`config.mk`:
```
export PLATFORM = sky130hd
export DESIGN_NAME = weighted_sum_mac
export DESIGN_NICKNAME = d
export VERILOG_FILES = /design/src/rtl/weighted_sum_mac.sv
export SDC_FILE = /design/constraint.sdc
export NUM_CORES = 1
export LEC_CHECK = 0
export ABC_AREA = 0
export CORE_ASPECT_RATIO = 0.5
export CORE_MARGIN = 2
export CORE_UTILIZATION = 51
export CTS_CLUSTER_SIZE = 14
export DETAILED_ROUTE_END_ITERATION = 12
export GPL_TIMING_DRIVEN = 0
export PLACE_DENSITY_LB_ADDON = 0.2
export SLEW_MARGIN = 20
export SYNTH_ARGS = -nofsm -noshare
export SYNTH_HDL_FRONTEND = slang
export SYNTH_SLANG_ARGS = --single-unit
```
`constraint.sdc`:
```
create_clock -name clk -period 5.6 [get_ports clk]
set_input_delay 1.12 -clock clk [delete_from_list [all_inputs] [get_ports clk]]
set_output_delay 1.12 -clock clk [all_outputs]
set_load 0.02 [all_outputs]
```
`src/rtl/weighted_sum_mac.sv`:
```
// Time-multiplexed weighted-sum unit: LANES multipliers per beat, bias-seeded exact-width accumulator.
// Optional ReLU clamp on signed results when WEIGHTED_SUM_RELU_EN is defined.
module weighted_sum_mac #(
    parameter  int unsigned NUM_INPUTS = 4,
    parameter  int unsigned BIT_LENGTH = 4,
    parameter  int unsigned LANES      = 2,
    localparam int unsigned ACC_W      = 2 * BIT_LENGTH + $clog2(NUM_INPUTS) + 1
) (
    input  logic                                  clk,
    input  logic                                  rst_n,
    input  logic                                  in_valid,
    output logic                                  in_ready,
    input  logic                                  signed_mode,
    input  logic [NUM_INPUTS-1:0][BIT_LENGTH-1:0] weights,
    input  logic [NUM_INPUTS-1:0][BIT_LENGTH-1:0] inputs,
    input  logic [BIT_LENGTH-1:0]                 bias,
    output logic                                  out_valid,
    input  logic                                  out_ready,
    output logic [ACC_W-1:0]                      out_sum
);

    localparam int unsigned BEATS  = (NUM_INPUTS + LANES - 1) / LANES;
    localparam int unsigned CNT_W  = (BEATS > 1) ? $clog2(BEATS) : 1;
    localparam int unsigned PROD_W = 2 * BIT_LENGTH;
    localparam int unsigned EXT_W  = ACC_W - PROD_W;
    localparam int unsigned BEXT_W = ACC_W - BIT_LENGTH;

    typedef enum logic [1:0] {IDLE, ACCUM, DONE} state_t;

    state_t                                          state_q;
    logic [CNT_W-1:0]                                beat_q;
    logic [ACC_W-1:0]                                acc_q;
    logic                                            signed_q;
    logic [BEATS-1:0][LANES-1:0][BIT_LENGTH-1:0]     w_q, x_q;
    logic [BEATS-1:0][LANES-1:0][BIT_LENGTH-1:0]     w_pad, x_pad;
    logic [ACC_W-1:0]                                bias_ext;
    logic [ACC_W-1:0]                                partial [LANES+1];

    // Regroup operands into beat-major order; slots past NUM_INPUTS are zero so they add nothing.
    for (genvar b = 0; b < int'(BEATS); b++) begin : g_beat
        for (genvar l = 0; l < int'(LANES); l++) begin : g_slot
            if (b * LANES + l < NUM_INPUTS) begin : g_real
                assign w_pad[b][l] = weights[b*LANES+l];
                assign x_pad[b][l] = inputs[b*LANES+l];
            end else begin : g_zero
                assign w_pad[b][l] = '0;
                assign x_pad[b][l] = '0;
            end
        end
    end

    assign bias_ext   = {{BEXT_W{signed_mode & bias[BIT_LENGTH-1]}}, bias};
    assign partial[0] = acc_q;

    // One multiplier per lane; operands extended to product width by the latched mode.
    for (genvar l = 0; l < int'(LANES); l++) begin : g_lane
        logic [BIT_LENGTH-1:0] w_sel, x_sel;
        logic [PROD_W-1:0]     a_ext, b_ext, prod;
        assign w_sel = w_q[beat_q][l];
        assign x_sel = x_q[beat_q][l];
        assign a_ext = {{BIT_LENGTH{signed_q & w_sel[BIT_LENGTH-1]}}, w_sel};
        assign b_ext = {{BIT_LENGTH{signed_q & x_sel[BIT_LENGTH-1]}}, x_sel};
        assign prod  = a_ext * b_ext;
        assign partial[l+1] = partial[l] + {{EXT_W{signed_q & prod[PROD_W-1]}}, prod};
    end

    always_ff @(posedge clk or negedge rst_n) begin
        if (!rst_n) begin
            state_q  <= IDLE;
            beat_q   <= '0;
            acc_q    <= '0;
            signed_q <= 1'b0;
            w_q      <= '0;
            x_q      <= '0;
        end else begin
            case (state_q)
                IDLE: begin
                    if (in_valid) begin
                        w_q      <= w_pad;
                        x_q      <= x_pad;
                        signed_q <= signed_mode;
                        acc_q    <= bias_ext;
                        beat_q   <= '0;
                        state_q  <= ACCUM;
                    end
                end
                ACCUM: begin
                    acc_q <= partial[LANES];
                    if (beat_q == CNT_W'(BEATS - 1)) begin
                        state_q <= DONE;
                    end else begin
                        beat_q <= beat_q + CNT_W'(1);
                    end
                end
                DONE: begin
                    if (out_ready) begin
                        state_q <= IDLE;
                    end
                end
                default: state_q <= IDLE;
            endcase
        end
    end

    assign in_ready  = (state_q == IDLE);
    assign out_valid = (state_q == DONE);

`ifdef WEIGHTED_SUM_RELU_EN
    assign out_sum = (signed_q && acc_q[ACC_W-1]) ? '0 : acc_q;
`else
    assign out_sum = acc_q;
`endif

endmodule

```
==> reports/summary.txt <==
crit share post-route - 101%
die footprint - 9080 um2
Synth cell types - 43
number of diodes - 0
Final Hold Violating Endpoints - 0
status - finished, violations left
CP Data Required Time - 5790 ps
syn nets - 585
final setup vio count - 2
Post-Place Worst Slack - -477 ps
initial antenna violation count - 0
area share of the largest cell type after synthesis - 27.8%
drt drc - 0
number of synthesized flops with an enable pin - 0
Die X - 133 um
Layout fillers - 608
Routability Congestion - 0.905
Layout Utilization - 70.6%
vias in the first global route - 3347
Top Usage Layer GRT - met2
met3 Use GR - 4.37%
Crit Path Max Fanout - 6
initial core utilization - 52.6%
first-pass GRT wire length - 16800 um
Worst Path Arrival - 5840 ps
Cells after Synth - 476
via count - 3566
FMAX - 177 MHz
Core Area - 8030 um2
failing checks - negative setup slack
synth top area cells - dfrtp_1 28%, fa_1 16%, ha_1 10%
FP Rows - 23
Slew @ Worst Pin - 707 ps
sequential share of the synthesized area - 27.8%
asr flop ratio synth - 100%
First-pass DRT Iterations - 5
GRT Overall Usage - 24.3%
met2 Usage GRT - 38.5%
Hold/Removal Path Class - reg2reg
Worst setup SP type - flop
Port-buffer cells - 53
Fin Hold WS - 476 ps
clock transition at the registers of the reported paths - 70 ps
CTS H-Tree Depth - 2
Syn Area/Cell - 8.88 um2
clk_lat worst skew - 300 ps
synthesis-stage register bit count - 47
Clock Tree Root - clkbuf_16
overflow left after global routing - 0
Via density - 5.28
max-slew violations - 0
max_slew headroom - 52.9%
clock buffer depth - 2
RSZ-0062 raised after global routing - true
area delta synth->final - 34.1%
Period minus WS final - 5650 ps
area leader, netlist - dfrtp_1
drt first-iter violations - 299
Synth Warn # - 0
dpl hpwl - 7610 um
setup tns final - -69.9 ps
Sink Count - 47
Worst Setup End Kind - flop
Crit Path Category - reg2reg
GRT met1 Usage - 35.7%
I/O pins - 54
number of max-cap violations - 0
pin count of the biggest net entering global routing - 27
post-route ant nets - 0
ratio of cells with drive above 1 in the final layout - 18.3%
final critical-path setup slack - -48.6 ps
synthesized cell area - 4230 um2
CTS tree - built
Max Clock Skew - 5.57 ps
CTS Buf Count - 5
ys flop type - dfrtp_1
Die Height - 68.4 um
detailed-route wire length per cell - 16.7 um
WL final - 11300 um
Nets - 671
## cell type report
type	count	area [um2]	share of cell area [%]
well taps	112	140	2.47
clock buffers	6	129	2.27
clock inverters	2	16.3	0.287
plain buffers	18	136	2.41
inverters	77	292	5.14
repair buffers	79	751	13.2
multi-input cells	334	3030	53.4
flip-flops and latches	47	1180	20.8
## final timing paths
| check | start | end | slack, ps | cells past startpoint |
|---|---|---|---|---|
| setup / recovery | beat_q | out_sum[9] | -50 | 23 |
| hold / removal | w_q[15] | w_q[15] | 480 | 2 |
| setup reg to reg | beat_q | out_sum[9] | -50 | 23 |
| hold reg to reg | w_q[15] | w_q[15] | 480 | 2 |
| max in group asynchronous | rst_n | out_sum[6] | 4260 | 2 |
| min in group asynchronous | rst_n | x_q[12] | 800 | 1 |
## sequential cells by signal, summed over array words and instances, names as in the netlist
register,count
signed_q,1
out_sum,11
beat_q,1
state_q,2
x_q,16
w_q,16
## metal layers
metal / share of wire (%) / wire length [um]
met1: 46 / 5220
met2: 45 / 5040
met3: 7.5 / 849
met4: 1.3 / 145
met5: 0 / 0
## placed cells by master, fill, tap and decap left out, drive strengths merged, types with 6 or more instances in the layout
cell type	n
a21o	7
a21oi	19
a32o	17
buf	31
clkbuf	20
clkdlybuf4s50	52
dfrtp	47
fa	34
ha	34
inv	78
mux2i	6
nand2	111
nor2	16
nor2b	13
o21ai	9
xnor2	18
xor2	8
## cells in the mapped netlist (2+ instances only)
cell type / count
dfrtp_1: 47
ha_1: 34
inv_1: 77
nand3_1: 2
a21o_1: 6
a21oi_1: 19
clkbuf_1: 13
nand2b_1: 3
xor2_1: 8
mux2_2: 3
nor3_1: 3
fa_1: 34
a22o_1: 3
a32oi_1: 4
a32o_1: 17
nor2b_1: 12
o21ai_0: 8
and2_1: 4
o21a_1: 2
a221o_1: 4
mux2i_1: 5
nor2_1: 15
a211oi_1: 5
xnor2_1: 17
buf_1: 3
nand2_1: 111
## stage by stage
step | cell area (um2) | std cells
after floorplan | 4240 | 476
after global placement | 4910 | 641
after detailed placement | 4920 | 642
after CTS | 5350 | 658
after global routing | 5670 | 675
final | 5670 | 675
## worst max-delay path, cell delays in order (launching register included)
cell,delay [ps]
dfrtp_1,370
buf_6,130
clkbuf_16,150
buf_12,130
buf_8,130
mux2_4,310
nand2_2,80
fa_1,430
fa_1,490
fa_1,500
inv_2,50
fa_2,360
a21o_1,190
a21oi_2,180
xnor2_2,190
xor2_2,130
fa_1,560
inv_2,40
ha_4,230
inv_4,60
a21oi_4,30
o21a_1,190
or3_1,360
a31o_2,230
## cell families (layout without fill, tap and decap cells)
group | count (synthesis) | count (layout) | synth area share [%]
AO/OA/AOI/OAI | 74 | 74 | 13.1
XOR/XNOR | 27 | 27 | 6.10
adder cells (fa/ha/maj) | 68 | 68 | 26.2
buffers and inverters | 95 | 182 | 8.64
flip-flops | 47 | 47 | 27.8
multiplexers | 9 | 9 | 2.52
AND/OR/NAND/NOR | 156 | 156 | 15.7
## timing repair
action	CTS	global route
resized for setup	41	40
hold buffers	0	0
buffers inserted	8	17
pin swaps	27	38
endpoints found under the setup margin	3	3
Power is not shown: default switching activity piles up to over one toggle a cycle in this logic, so the estimate is an artifact.
